### src/rtl/ex_issue_scoreboard_pkg.sv
// Shared pipeline types and constants for the execute-stage issue scoreboard.
package ex_issue_scoreboard_pkg;
  localparam int NUM_REGS = 32;
  typedef logic [4:0] reg_idx_t;
  localparam reg_idx_t REG_ZERO = 5'd0;
endpackage

### src/rtl/ex_issue_scoreboard_pending_bitmap.sv
// 32-entry pending-destination bitmap: set-wins over clear, x0 hardwired clear,
// synchronous clear-all, three busy read ports (rs1, rs2, rd) plus the raw vector.
module ex_issue_scoreboard_pending_bitmap
  import ex_issue_scoreboard_pkg::*;
(
  input  logic                clk,
  input  logic                reset_n,
  input  logic                clr_all,
  input  logic                set_en,
  input  reg_idx_t            set_idx,
  input  logic                clr_en,
  input  reg_idx_t            clr_idx,
  input  reg_idx_t            rs1_idx,
  input  reg_idx_t            rs2_idx,
  input  reg_idx_t            rd_idx,
  output logic                rs1_busy,
  output logic                rs2_busy,
  output logic                rd_busy,
  output logic [NUM_REGS-1:0] pending_o
);

  logic [NUM_REGS-1:0] pending_q;
  logic [NUM_REGS-1:0] pending_d;

  always_comb begin
    pending_d = pending_q;
    if (clr_en) pending_d[clr_idx] = 1'b0;
    // Set is applied after clear so a same-index retire and issue leaves the bit set.
    if (set_en) pending_d[set_idx] = 1'b1;
    pending_d[REG_ZERO] = 1'b0;
    if (clr_all) pending_d = '0;
  end

  always_ff @(posedge clk or negedge reset_n) begin
    if (!reset_n) pending_q <= '0;
    else          pending_q <= pending_d;
  end

  assign rs1_busy  = pending_q[rs1_idx];
  assign rs2_busy  = pending_q[rs2_idx];
  assign rd_busy   = pending_q[rd_idx];
  assign pending_o = pending_q;

endmodule

### src/rtl/ex_issue_scoreboard.sv
// Decode-to-execute issue controller: RAW/WAW hazard and in-flight limit stalls,
// stall-cycle counter, sticky protocol error. EX_SCOREBOARD_BYPASS_EN enables same-cycle wb bypass.
module ex_issue_scoreboard
  import ex_issue_scoreboard_pkg::*;
#(
  parameter int MAX_INFLIGHT = 4,
  parameter int STALL_CNT_W  = 32
) (
  input  logic                              clk,
  input  logic                              reset_n,
  input  logic                              flush,
  input  logic                              issue_valid,
  input  logic [4:0]                        issue_rd,
  input  logic [4:0]                        issue_rs1,
  input  logic [4:0]                        issue_rs2,
  input  logic                              issue_use_rs1,
  input  logic                              issue_use_rs2,
  output logic                              issue_ready,
  input  logic                              wb_valid,
  input  logic [4:0]                        wb_rd,
  output logic [$clog2(MAX_INFLIGHT+1)-1:0] inflight_cnt,
  output logic [STALL_CNT_W-1:0]            stall_cycles,
  output logic                              sb_error
);

  localparam int CNT_W = $clog2(MAX_INFLIGHT+1);
  localparam logic [CNT_W-1:0] MAX_CNT = CNT_W'(MAX_INFLIGHT);

  logic [CNT_W-1:0]       inflight_cnt_q, inflight_cnt_d;
  logic [STALL_CNT_W-1:0] stall_cycles_q, stall_cycles_d;
  logic                   sb_error_q, sb_error_d;

  logic                rs1_busy_raw, rs2_busy_raw, rd_busy_raw;
  logic                rs1_byp, rs2_byp, rd_byp;
  logic                rs1_busy, rs2_busy, rd_busy;
  logic [NUM_REGS-1:0] pending;
  logic                full, hazard, fire, wb_eff;

  ex_issue_scoreboard_pending_bitmap u_pending (
    .clk       (clk),
    .reset_n   (reset_n),
    .clr_all   (flush),
    .set_en    (fire),
    .set_idx   (issue_rd),
    .clr_en    (wb_eff),
    .clr_idx   (wb_rd),
    .rs1_idx   (issue_rs1),
    .rs2_idx   (issue_rs2),
    .rd_idx    (issue_rd),
    .rs1_busy  (rs1_busy_raw),
    .rs2_busy  (rs2_busy_raw),
    .rd_busy   (rd_busy_raw),
    .pending_o (pending)
  );

`ifdef EX_SCOREBOARD_BYPASS_EN
  // A retiring writeback hides its register from the busy checks; execute forwards the value.
  assign rs1_byp = wb_valid && (wb_rd != REG_ZERO) && (wb_rd == issue_rs1);
  assign rs2_byp = wb_valid && (wb_rd != REG_ZERO) && (wb_rd == issue_rs2);
  assign rd_byp  = wb_valid && (wb_rd != REG_ZERO) && (wb_rd == issue_rd);
`else
  assign rs1_byp = 1'b0;
  assign rs2_byp = 1'b0;
  assign rd_byp  = 1'b0;
`endif

  assign rs1_busy = rs1_busy_raw & ~rs1_byp;
  assign rs2_busy = rs2_busy_raw & ~rs2_byp;
  assign rd_busy  = rd_busy_raw & ~rd_byp;

  // Full uses the registered count only, so a same-cycle writeback never unblocks it.
  assign full   = (inflight_cnt_q == MAX_CNT);
  assign hazard = (issue_use_rs1 & rs1_busy) | (issue_use_rs2 & rs2_busy) | rd_busy | full;

  // Handshake: an op transfers on fire = issue_valid & issue_ready; a stalled
  // issue_valid stays asserted with stable operands until it fires.
  assign issue_ready = ~hazard & ~flush;
  assign fire        = issue_valid & issue_ready;
  assign wb_eff      = wb_valid & ~flush;

  always_comb begin
    inflight_cnt_d = inflight_cnt_q;
    stall_cycles_d = stall_cycles_q;
    sb_error_d     = sb_error_q;

    // Cycles held off by flush are not counted as hazard stalls.
    if (issue_valid && !issue_ready && !flush && (stall_cycles_q != '1))
      stall_cycles_d = stall_cycles_q + STALL_CNT_W'(1);

    if (flush) begin
      inflight_cnt_d = '0;
    end else begin
      if (wb_valid) begin
        if (inflight_cnt_q == '0) sb_error_d = 1'b1;
        if ((wb_rd != REG_ZERO) && !pending[wb_rd]) sb_error_d = 1'b1;
      end
      unique case ({fire, wb_valid})
        2'b10:   inflight_cnt_d = inflight_cnt_q + CNT_W'(1);
        2'b01:   if (inflight_cnt_q != '0) inflight_cnt_d = inflight_cnt_q - CNT_W'(1);
        default: inflight_cnt_d = inflight_cnt_q;
      endcase
    end
  end

  always_ff @(posedge clk or negedge reset_n) begin
    if (!reset_n) begin
      inflight_cnt_q <= '0;
      stall_cycles_q <= '0;
      sb_error_q     <= 1'b0;
    end else begin
      inflight_cnt_q <= inflight_cnt_d;
      stall_cycles_q <= stall_cycles_d;
      sb_error_q     <= sb_error_d;
    end
  end

  assign inflight_cnt = inflight_cnt_q;
  assign stall_cycles = stall_cycles_q;
  assign sb_error     = sb_error_q;

endmodule

### config.mk
export PLATFORM = sky130hd
export DESIGN_NAME = ex_issue_scoreboard
export DESIGN_NICKNAME = d
export VERILOG_FILES = /design/src/rtl/ex_issue_scoreboard_pkg.sv /design/src/rtl/ex_issue_scoreboard_pending_bitmap.sv /design/src/rtl/ex_issue_scoreboard.sv
export SDC_FILE = /design/constraint.sdc
export NUM_CORES = 1
export LEC_CHECK = 0
export CORE_ASPECT_RATIO = 1.25
export CORE_MARGIN = 4
export CORE_UTILIZATION = 50
export CTS_CLUSTER_DIAMETER = 60
export CTS_CLUSTER_SIZE = 24
export DETAILED_ROUTE_END_ITERATION = 6
export GPL_TIMING_DRIVEN = 1
export PLACE_DENSITY_LB_ADDON = 0.25
export RECOVER_POWER = 25
export SYNTH_ARGS = -nofsm -noshare
export SYNTH_HDL_FRONTEND = slang
export SYNTH_HIERARCHICAL = 1
export SYNTH_SLANG_ARGS = --single-unit
### constraint.sdc
create_clock -name clk -period 4.6 [get_ports clk]
set_clock_uncertainty 0.2 [all_clocks]
set_input_delay 0.92 -clock clk [delete_from_list [all_inputs] [get_ports clk]]
set_output_delay 0.92 -clock clk [all_outputs]
set_load 0.1 [all_outputs]
**Word-level counts from Yosys, hierarchy flattened**

Cells that the tools add are included.

- Logic and storage cells: 67
- Bits of input ports: 27
- Output and inout bits: 37
- Bits in registers: 68

- Equal/unequal tests: 5
- Add/sub/neg operators: 3
- Reductions and logical operators: 16
- $lt $le $gt $ge: 6
- Mux-type cells: 20
- Bitwise gates (word level): 13

Operators by type and width:

| operator | count |
|---|---|
| $mux W32 | 3 |
| $add A32 B1 Y32 const B | 1 |
| $and A32 B32 Y32 | 1 |
| $ne A32 B32 Y1 const B | 1 |
| $not A32 Y32 | 1 |
| $or A32 B32 Y32 | 1 |
| $lt A5 B6 Y1 const B | 4 |
| $bmux W1 S5 | 4 |
| $demux W1 S5 | 2 |
| $ge A5 B1 Y1 const B | 2 |
| $mux W1 | 8 |
| $logic_and A1 B1 Y1 | 6 |
| $mux W3 | 2 |
| $pmux W3 S2 | 1 |
| $reduce_bool A3 Y1 | 2 |
| $and A1 B1 Y1 | 5 |
| $reduce_bool A5 Y1 | 1 |
| $add A3 B1 Y3 const B | 1 |
| $eq A3 B3 Y1 const B | 1 |
| $logic_not A1 Y1 | 3 |
| $logic_not A3 Y1 | 1 |
| $ne A3 B3 Y1 const B | 1 |
| $or A1 B1 Y1 | 3 |
| $reduce_and A3 Y1 | 1 |
| 6 further kinds | 7 |

**Longest topological paths before layout**

- Depth in word-level cells: 12
- Gate-level depth with buffers: 14
- Mapped depth without buffers: 13

**Hierarchy**

The synthesis kept the hierarchy.

Modules (own cells, without submodules):

| module | instances | cells each | sequential area each (sq um) | area each (sq um) |
|---|---|---|---|---|
| ex_issue_scoreboard_pending_bitmap | 1 | 268 | 775.7 | 2324.7 |
| ex_issue_scoreboard | 1 | 218 | 900.9 | 2303.5 |

**Worst setup path after synthesis**

Ideal clock, no wire load.

- Path kind: input to output
- From: in issue_rd[0]
- To: out issue_ready
- Path slack: 0.476 ns
- Arrival: 3.004 ns
- Cell stages on the path: 7
- Buffers on the path: 1
- Required time: 3.480 ns
- Cells stage by stage: buf_6 -> mux4_2 -> nand2b_1 -> o211ai_1 -> nand4_1 -> a211oi_1 -> and3_1

- Cells in the longest elaborated chain, start to end: 6

Ends and longest elaborated chain:

| item | line | text |
|---|---|---|
| start: declaration | ex_issue_scoreboard.sv:13 | `input logic [4:0] issue_rd,` |
| $bmux W1 S5 | ex_issue_scoreboard_pending_bitmap.sv:41 | `assign rd_busy = pending_q[rd_idx];` |
| $mux W1 (implied by the code) | ex_issue_scoreboard_pending_bitmap.sv:41 |  |
| named net rd_busy | ex_issue_scoreboard.sv:35 | `logic rs1_busy, rs2_busy, rd_busy;` |
| $or A1 B1 Y1 (2 in a row) | ex_issue_scoreboard.sv:73 | `assign hazard = (issue_use_rs1 & rs1_busy) \| (issue_use_rs2 & rs2_busy) \| rd_busy \| full;` |
| $not A1 Y1 | ex_issue_scoreboard.sv:77 | `assign issue_ready = ~hazard & ~flush;` |
| $and A1 B1 Y1 | ex_issue_scoreboard.sv:77 |  |
| end: declaration | ex_issue_scoreboard.sv:18 | `output logic issue_ready,` |

The timed path passes the listed nets, and every way through them passes these cells. The select of a mux whose other input is x is not followed.

**Worst setup path in the final report**

Ends and elaborated chain as after synthesis.

==> impl_results.rst <==
.. list-table::
   :header-rows: 1

   * - Metric
     - Value
   * - Quantity of I/O buffers inserted on ports
     - 63
   * - Global-route wire length before repair
     - 21.43 mm
   * - Total Die Area
     - 10850 µm²
   * - Logic pwr share
     - 31.7%
   * - Clock transition at the registers of the reported paths
     - 0.08 ns
   * - Clock tree from TritonCTS
     - yes
   * - Min-Delay Startpoint
     - stall_cycles[6]
   * - Mean post-synth cell area
     - 9.539 µm²
   * - TritonCTS Buffers
     - 9
   * - Number of max-slew violations in the final report
     - 46
   * - DR DRC count
     - 0
   * - Clock period minus worst slack
     - 4.444 ns
   * - Min-Delay Endpoint
     - stall_cycles[6]
   * - Remaining max-slew budget at the tightest pin
     - -62.97%
   * - Final cycle utilization of the critical path
     - 96.62%
   * - Slew at the pin closest to its max-slew limit
     - 2.445 ns
   * - Synthesized instance count
     - 484
   * - Worst R2R Path Depth
     - 14
   * - Initial antenna violation count
     - 0
   * - Placed Instance Area
     - 5418 µm²
   * - DR WL/cell
     - 19.32 µm
   * - Worst hold path stage count
     - 1
   * - Cell Rows
     - 38
   * - Post-route standard cell area excluding fillers
     - 5605 µm²
   * - Total wirelength of the detailed-routed design
     - 13.16 mm
   * - GRT Total Usage
     - 24.87%
   * - Boundary pin count
     - 64
   * - Switch share
     - 40.54%
   * - Post-synth design cell area
     - 4617 µm²
   * - Clock Tree Buf Depth
     - 2
   * - Switching component of the power
     - 674.2 µW
   * - Peak supply drop
     - 0.6411 mV
   * - Critical path start-end classification
     - in -> out
   * - Min-delay worst type
     - reg -> reg
   * - Internal portion of total power
     - 988.8 µW
   * - Detailed placement HPWL
     - 9.506 mm
   * - Cell-by-cell trace of the critical path
     - clkdlybuf4s50_1 -> mux4_2 -> nand2b_1 -> o2111ai_1 -> nand4_1 -> a211oi_1 -> buf_4 -> and3_1 -> buf_12
   * - Die X-Extent
     - 93.95 µm
   * - Via count of the first global-routing pass
     - 4223
   * - Fillers
     - 760
   * - Delay of the slowest cell on the worst path
     - 0.66 ns
   * - Chip height
     - 115.4 µm
   * - Synthesis warning total
     - 6
   * - Hold_buf cts
     - 0
   * - Capture point of the worst reg-to-reg path
     - inflight_cnt[2]
   * - Nets@finish
     - 585
   * - DR vias
     - 4317
   * - Ratio of cells with drive above 1 in the final layout
     - 12.66%
   * - Total iterations of the first detailed-routing run
     - 6
   * - Startpoint kind of the worst setup timing path
     - primary input
   * - Startpoint of the worst-slack reg-to-reg timing path
     - u_pending/pending_o[7]
   * - Detailed Route Iter0 Violations
     - 578
   * - CP max stage cell
     - clkdlybuf4s50_1
   * - Ant. Diodes
     - 0
   * - Routability Congestion
     - 0.9620
   * - Final number of setup-violating endpoints
     - 0
   * - Setup repair after global routing missed its margin
     - no
   * - Maximum number of pins on one net before global-route repair
     - 46
   * - Fmax achieved
     - 225.0 MHz
   * - Number of maximum-capacitance constraint violations
     - 1
   * - Failing checks
     - max-capacitance violations, max-slew violations
   * - Status
     - complete, but fails checks
   * - Number of levels the H-tree was split into
     - 3
   * - Area added between synthesis and finish
     - 21.41%
   * - Top fanout value on the critical path
     - 8
   * - Detail Route Antenna Nets
     - 0
   * - Insertion delay of the later-clocked pin in the worst-skew pair
     - 0.35 ns
   * - PwrDens
     - 296.7 nW/µm²
   * - Reg-to-reg setup timing slack
     - 1.25 ns
   * - Clock tree sinks
     - 67
   * - Nature of the critical path endpoint
     - output port
   * - Setup total negative slack
     - 0 ns
   * - Sequential cell fraction of total power
     - 40.1%
   * - Clk network pwr share
     - 28.3%
   * - Required time reported for the critical path endpoint
     - 3.48 ns
   * - Starting Density
     - 52.21%
   * - Via density per instance
     - 6.339
   * - Clock Root Buffer
     - clkbuf_8
   * - Leakage power figure
     - 2.255 nW
   * - Nets in the synthesized netlist
     - 513
   * - Data arrival time of the critical path
     - 3.32 ns
   * - Remaining global-route overflow
     - 0
   * - Final hold violation count
     - 0
   * - Core Region
     - 8843 µm²
[per-layer routing]
layer  wire length (µm)  part of all wire, %  global-route usage, %  vias to the layer above
met2               6527                   50                  41.59                      221
met1               5274                   40                  32.46                     2108
met5                  0                    0                      0                        -
met4                422                  3.2                  9.056                        0
li1                   -                    -                      -                     1952
met3                935                  7.1                  4.416                       36
[layout make-up]
class / count / area (µm²) / share of cell area, %
inverters: 5 / 18.77 / 0.3348
clock inverters: 6 / 48.80 / 0.8705
flip-flops and latches: 67 / 1677 / 29.91
clock buffers: 10 / 137.6 / 2.455
multi-input cells: 390 / 2786 / 49.71
repair buffers: 83 / 787.0 / 14.04
well taps: 120 / 150.1 / 2.679
[per-stage QoR]
step	cells	total power, mW	util, %	worst slack, ns	hold slack (ns)
after floorplan	484	1.039	-	0.4765	0.3452
after global placement	665	1.195	61.26	0.1622	0.2788
after detailed placement	665	1.201	61.26	0.07790	0.2762
after CTS	681	1.669	63.37	0.1147	0.2945
after global routing	681	1.730	63.38	0.03923	0.3241
final	681	1.663	63.38	0.1556	0.2874
[layout by cell type (no fill, tap or decap), drive strengths merged, types with 7 or more instances in the layout]
cell type,instances
nor2,24
nand2b,8
o21ai,33
nand2,57
nor2b,8
nand3,26
clkbuf,11
xnor2,11
nor3b,9
a21oi,43
nand4,12
dfrtp,67
xor2,22
mux4,16
nor4,12
mux2i,28
clkdlybuf4s50,60
inv,7
buf,21
[worst max path at each step]
stage / slack (ns) / from / end
detailed placement: 0.08 / issue_rs2[0] / inflight_cnt[2]
global placement: 0.16 / issue_rs2[0] / issue_ready
finish: 0.16 / issue_rd[0] / issue_ready
floorplan: 0.48 / issue_rd[0] / issue_ready
global route: 0.04 / issue_rd[0] / issue_ready
CTS: 0.11 / issue_rs2[0] / issue_ready
[worst max-delay path, delay by kind of cell]
kind	cells	cell delay, ns
AO/OA/AOI/OAI	2	0.37
buffers and inverters	3	1.03
multiplexers	1	0.54
AND/OR/NAND/NOR	3	0.46
[what timing repair did]
| action | in CTS | in global routing |
|---|---|---|
| buffers inserted | 0 | 0 |
| hold endpoints to repair | 0 | 0 |
| gates resized for setup | 0 | 1 |
| setup endpoints to repair | 0 | 1 |
[power by group through the flow]
stage          Sequential (mW)  Clock (mW)  Combinational [mW]
3_5_place_dp             0.677           0               0.524
2_1_floorplan            0.890           0               0.149
3_3_place_gp             0.676           0               0.519
5_1_grt                  0.676       0.502               0.552
4_1_cts                  0.667       0.476               0.526
6_report                 0.666       0.470               0.527
[state kept, by name, indices dropped and copies added (netlist names)]
signal,flops
inflight_cnt,3
sb_error,1
stall_cycles,32
u_pending/pending_o,31
Power figures use the tool's default switching activity.
